File: src/rtl/resource_responder.sv
// Responder for the resource request protocol: round-robin grant over n_ports
// initiators, fixed-latency read or read-modify-write against a shared bank.
module resource_responder #(
  parameter int unsigned data_width   = 16,
  parameter int unsigned handle_width = 8,
  parameter int unsigned n_ports      = 2
) (
  input  logic                             clk,
  input  logic                             reset_n,
  input  logic                             enable,
  input  logic [n_ports-1:0]               read_req,
  input  logic [n_ports-1:0]               write_req,
  input  logic [n_ports*handle_width-1:0]  handle,
  input  logic [n_ports*data_width-1:0]    arg_a,
  input  logic [n_ports*data_width-1:0]    arg_b,
  output logic [n_ports*data_width-1:0]    data_out,
  output logic [n_ports-1:0]               read_ready,
  output logic [n_ports-1:0]               write_ack,
  input  logic                             ext_valid,
  output logic                             ext_ready,
  input  logic [handle_width-1:0]          ext_handle,
  input  logic [data_width-1:0]            ext_data
);

  localparam int unsigned pw    = (n_ports > 1) ? $clog2(n_ports) : 1;
  localparam int unsigned depth = 2 ** handle_width;

  typedef enum logic [1:0] {IDLE, ACCESS, RESP} state_t;

  state_t                  state;
  logic [pw-1:0]           last_grant;
  logic [pw-1:0]           g_port;
  logic [handle_width-1:0] g_handle;
  logic [data_width-1:0]   g_arg_a;
  logic                    g_accum;
  logic                    g_write;
  logic [data_width-1:0]   rd_word;
  logic [data_width-1:0]   commit_word;
  logic [data_width:0]     acc_sum;
  logic [data_width-1:0]   bank [depth];

  logic                    arb_valid;
  logic [pw-1:0]           arb_port;
  logic [pw-1:0]           cand;
  logic                    ext_take;
  logic                    unused_arg_b;

  assign ext_ready    = (state == IDLE) && enable;
  assign ext_take     = ext_ready && ext_valid;
  assign unused_arg_b = ^arg_b;

  // First requester strictly after last_grant, wrapping around.
  always_comb begin
    arb_valid = 1'b0;
    arb_port  = '0;
    cand      = '0;
    for (int unsigned i = 1; i <= n_ports; i++) begin
      cand = pw'((32'(last_grant) + i) % n_ports);
      if (!arb_valid && (read_req[cand] || write_req[cand])) begin
        arb_valid = 1'b1;
        arb_port  = cand;
      end
    end
  end

  // Accumulate at data_width+1 bits; disagreeing top bits mean overflow.
  always_comb begin
    acc_sum = {rd_word[data_width-1], rd_word} + {g_arg_a[data_width-1], g_arg_a};
    if (!g_accum)
      commit_word = g_arg_a;
    else if (acc_sum[data_width] != acc_sum[data_width-1])
      commit_word = acc_sum[data_width] ? {1'b1, {(data_width-1){1'b0}}}
                                        : {1'b0, {(data_width-1){1'b1}}};
    else
      commit_word = acc_sum[data_width-1:0];
  end

  always_ff @(posedge clk) begin
    if (reset_n && enable) begin
      if (ext_take)
        bank[ext_handle] <= ext_data;
      else if (state == RESP && g_write)
        bank[g_handle] <= commit_word;
    end
  end

  always_ff @(posedge clk or negedge reset_n) begin
    if (!reset_n) begin
      state      <= IDLE;
      last_grant <= pw'(n_ports - 1);
      g_port     <= '0;
      g_handle   <= '0;
      g_arg_a    <= '0;
      g_accum    <= 1'b0;
      g_write    <= 1'b0;
      rd_word    <= '0;
      data_out   <= '0;
      read_ready <= '0;
      write_ack  <= '0;
    end else if (enable) begin
      case (state)
        IDLE: begin
          if (!ext_valid && arb_valid) begin
            g_port   <= arb_port;
            g_handle <= handle[32'(arb_port)*handle_width +: handle_width];
            g_arg_a  <= arg_a[32'(arb_port)*data_width +: data_width];
            g_accum  <= arg_b[32'(arb_port)*data_width];
            g_write  <= write_req[arb_port];
            state    <= ACCESS;
          end
        end
        ACCESS: begin
          rd_word <= bank[g_handle];
          if (g_write) begin
            write_ack[g_port] <= 1'b1;
          end else begin
            read_ready[g_port] <= 1'b1;
            data_out[32'(g_port)*data_width +: data_width] <= bank[g_handle];
          end
          state <= RESP;
        end
        RESP: begin
          read_ready <= '0;
          write_ack  <= '0;
          last_grant <= g_port;
          state      <= IDLE;
        end
        default: state <= IDLE;
      endcase
    end
  end

endmodule

File: config.mk
export PLATFORM = sky130hd
export DESIGN_NAME = resource_responder
export DESIGN_NICKNAME = d
export VERILOG_FILES = /design/src/rtl/resource_responder.sv
export SDC_FILE = /design/constraint.sdc
export NUM_CORES = 2
export LEC_CHECK = 0
export ABC_AREA = 1
export CORE_MARGIN = 5
export CORE_UTILIZATION = 30
export CTS_BUF_LIST = sky130_fd_sc_hd__clkbuf_4 sky130_fd_sc_hd__clkbuf_8 sky130_fd_sc_hd__clkbuf_16
export CTS_CLUSTER_DIAMETER = 40
export DETAILED_ROUTE_END_ITERATION = 7
export PLACE_DENSITY = 0.57
export SYNTH_ARGS = -nofsm -noshare
export SYNTH_HDL_FRONTEND = slang
export SYNTH_SLANG_ARGS = --single-unit
File: constraint.sdc
create_clock -name clk -period 15.3 [get_ports clk]
set_clock_uncertainty 0.15 [all_clocks]
set_input_delay 2.295 -clock clk [delete_from_list [all_inputs] [get_ports clk]]
set_output_delay 2.295 -clock clk [all_outputs]
set_load 0.01 [all_outputs]
==> flow_metrics.py <==
metrics = {
    "critical_path": {
        "r2r_cells": 15,
        "end_kind": "flop",
        "r2r_end": "rd_word[14]",
        "r2r_slack_ps": 8420,
        "crit_arrival_ps": 7670,
        "critPathSlowestCell": "dfrtp_4",
        "crit_path_frequent_cell": "nand3_1",
        "timing.rr.start": "g_handle[0]",
        "cpPeakStageDelay_ps": 840,
        "critical_path_class": "flop to flop",
        "crit_chain": "buf_4, buf_4, buf_4, buf_4, buf_4, nand2_1, nand3_1, nand3_1, nand3_1, nand3_1, nand3_1, nand3_1, nand3_1, nand2_1, o21ai_1",
        "start_kind": "flop",
        "worstPathRequired_ps": 16080,
        "critPathMaxFanout": 68,
    },
    "pwr": {
        "p_per_area_nw_per_um2": 182,
        "leakagePower_nw": 68.4,
        "vdd_ir_drop_max_uv": 158,
        "p_total_mw": 36.0,
    },
    "clocking": {
        "clkTransAtPathRegs_ps": 50,
        "postCtsSetupBuffers": 0,
        "clk_path_buf_depth": 4,
        "cts_inserted_buffers": 535,
        "htree_levels": 6,
        "holdBufCountCts": 0,
        "insertion_delay_ps": 1030,
        "cts_tree": "done",
        "root_buffer": "clkbuf_16",
        "clock-sinks": 4178,
        "cts_resized": 0,
    },
    "job": {
        "maxCapViolCount": 0,
    },
    "synthesis": {
        "synth_top_flop_cell": "edfxtp_1",
        "yosysMostFrequentCell": "nand2_1",
        "synth_cell_types": 37,
        "syn_avg_cell_area_um2": 11.9,
        "netlist_area_um2": 169000,
        "synthTopCellsByCount": "nand2_1 (4,236), edfxtp_1 (4,096), nand3_1 (4,074), clkbuf_1 (620), nor2_1 (326)",
        "netlist.area_leader.share_pct": 73.0,
        "synth_nets": 14300,
        "synth-seq-cells": 4178,
        "ys_warn_count": 0,
        "yosys.area.top_type": "edfxtp_1",
        "synth_area_leaders": "edfxtp_1 (73%), nand3_1 (12%), nand2_1 (9.4%), clkbuf_1 (1.4%), dfrtp_1 (1.2%)",
        "synth_cells": 14200,
        "async_flop_share_pct": 1.96,
        "ys_seq_area_share_pct": 74.2,
        "synth_edf_count": 4096,
    },
    "cells_and_area": {
        "synthToLayoutAreaGrowth_pct": 17.0,
        "drive_gt1_share_pct": 9.89,
        "final_cells": 22200,
        "num-nets-final": 14400,
    },
    "detailed_routing": {
        "wl_um": 500000,
        "viasPerCell": 5.03,
        "drc_errors": 1,
        "firstDrtPassIters": 8,
        "drtAntennaViolNets": 0,
        "dr_total_vias": 112000,
        "wl_per_cell_um": 22.5,
        "drtIter0Drc": 13500,
    },
    "timing": {
        "finalWorstSetupSlack_ps": 8420,
        "worst_pin_slew_ps": 1440,
        "drv_slew": 0,
        "setup_violations": 0,
        "grt_setup_unrepaired": "no",
        "relSlewSlack_pct": 3.92,
        "tns_ps": 0,
        "hold_violations": 0,
        "fin_crit_ps": 6880,
        "timing.final.crit_share_pct": 45.0,
        "max_freq_mhz": 145,
    },
    "floorplanning": {
        "core-area_um2": 561000,
        "fp-row-count": 275,
        "start_util_pct": 30.1,
        "die-area_um2": 577000,
        "die_w_um": 760,
        "die_y_um": 760,
        "io-pin-count": 149,
    },
    "min_path": {
        "hp-class": "flop to flop",
        "hp-start": "read_ready[1]",
        "hold_end": "read_ready[1]",
        "worstHoldPathCells": 1,
    },
    "status": {
        "violations": "design-rule violations",
        "outcome": "complete, but fails checks",
    },
    "global_routing": {
        "antenna_found_initial": 27,
        "grt_max_degree": 207,
        "grt_pass1_vias": 103000,
        "grt_pass1_wl_um": 723000,
        "grt_usage_pct": 16.5,
        "grt.overflow.total": 0,
    },
    "placement": {
        "post-dp-hpwl_um": 266000,
        "gp_congestion": 0.828,
        "portBuffers": 118,
        "dp.cells": 21200,
        "preCtsSetupSlack_ps": 7470,
    },
}
metal layers:
metal / vias to the layer above / track usage (%) / part of all wire (%)
li1: 50800 / - / -
met1: 55200 / 22.8 / 41
met2: 4728 / 26.4 / 47
met3: 839 / 2.47 / 8.1
met4: 8 / 6.23 / 3.9
met5: - / 0 / 0.059
logic make-up after synthesis:
kind of cell | synth area share (%)
AND/OR/NAND/NOR | 22.5
XOR/XNOR | 0.0675
flip-flops | 74.2
adder cells (fa/ha/maj) | 0.131
buffers and inverters | 2.52
AO/OA/AOI/OAI | 0.586
layout by cell type, fill, tap and decap left out, types with 10 or more instances in the layout:
master / netlist / final
nor2_1: 326 / 302
buf_12: 0 / 30
clkinvlp_4: 0 / 45
nand2_2: 9 / 25
o22ai_1: 10 / 10
clkinv_8: 0 / 12
inv_1: 94 / 92
clkbuf_4: 0 / 74
buf_4: 0 / 406
o21ai_4: 2 / 16
ha_1: 16 / 16
nand3_1: 4074 / 4074
clkinv_1: 4 / 75
edfxtp_1: 4096 / 4096
dfrtp_1: 81 / 74
o21ai_1: 16 / 16
inv_6: 0 / 35
nor2_2: 4 / 28
nand2_1: 4236 / 4219
clkinv_4: 0 / 31
clkbuf_16: 0 / 550
o21ai_0: 80 / 66
a21oi_1: 62 / 61
clkinv_2: 0 / 69
or2_2: 41 / 41
clkdlybuf4s50_1: 0 / 117
diode_2: 0 / 10
bufinv_16: 0 / 56
xor2_1: 10 / 10
cell type report:
| class | instances | area (um^2) |
|---|---|---|
| inverters | 102 | 419 |
| repair buffers | 553 | 4820 |
| fillers | 54200 | 363000 |
| clock inverters | 329 | 3600 |
| multi-input cells | 8920 | 39600 |
| clock buffers | 624 | 14300 |
| flip-flops and latches | 4178 | 125000 |
| well taps | 7479 | 9360 |
| diodes | 10 | 25.0 |
worst max-delay path by stage:
stage | startpoint | endpoint | slack, ps | depth (start not counted)
after detailed placement | enable | bank[199][6] | 7470 | 9
final | g_handle[0] | rd_word[14] | 8420 | 15
after global routing | rd_word[0] | bank[249][6] | 8070 | 17
after global placement | enable | bank[192][6] | 7600 | 9
after floorplan | enable | bank[0][13] | -80 | 6
after CTS | g_handle[0] | rd_word[14] | 8530 | 15
through the flow:
stage / instance area [um^2] / hold slack, ps / utilization [%]
2_1_floorplan: 169000 / 313 / -
3_3_place_gp: 179000 / 332 / 32.0
3_5_place_dp: 179000 / 329 / 32.0
4_1_cts: 197000 / 342 / 35.2
5_1_grt: 197000 / 359 / 35.2
6_report: 197000 / 338 / 35.2
sequential cells by signal, indices dropped and copies added (netlist names):
register    count
g_accum         1
data_out       32
write_ack       2
last_grant      1
g_port          1
bank         4096
state           2
g_handle        8
g_arg_a        16
read_ready      2
g_write         1
rd_word        16
where the power goes:
group          total, mW  internal, mW  switching [mW]
Sequential          13.0          12.8           0.212
Combinational       10.4          2.63            7.76
Clock               12.6          7.69            4.90
Total               36.0          23.1            12.9
critical path: cells and delay by family, from the launching register on:
family                 cells  cell delay (ps)
buffers and inverters      5             3390
AND/OR/NAND/NOR            9             1990
AO/OA/AOI/OAI              1              230
flip-flops                 1              840
Note: power is estimated with default switching activity, not from simulation.
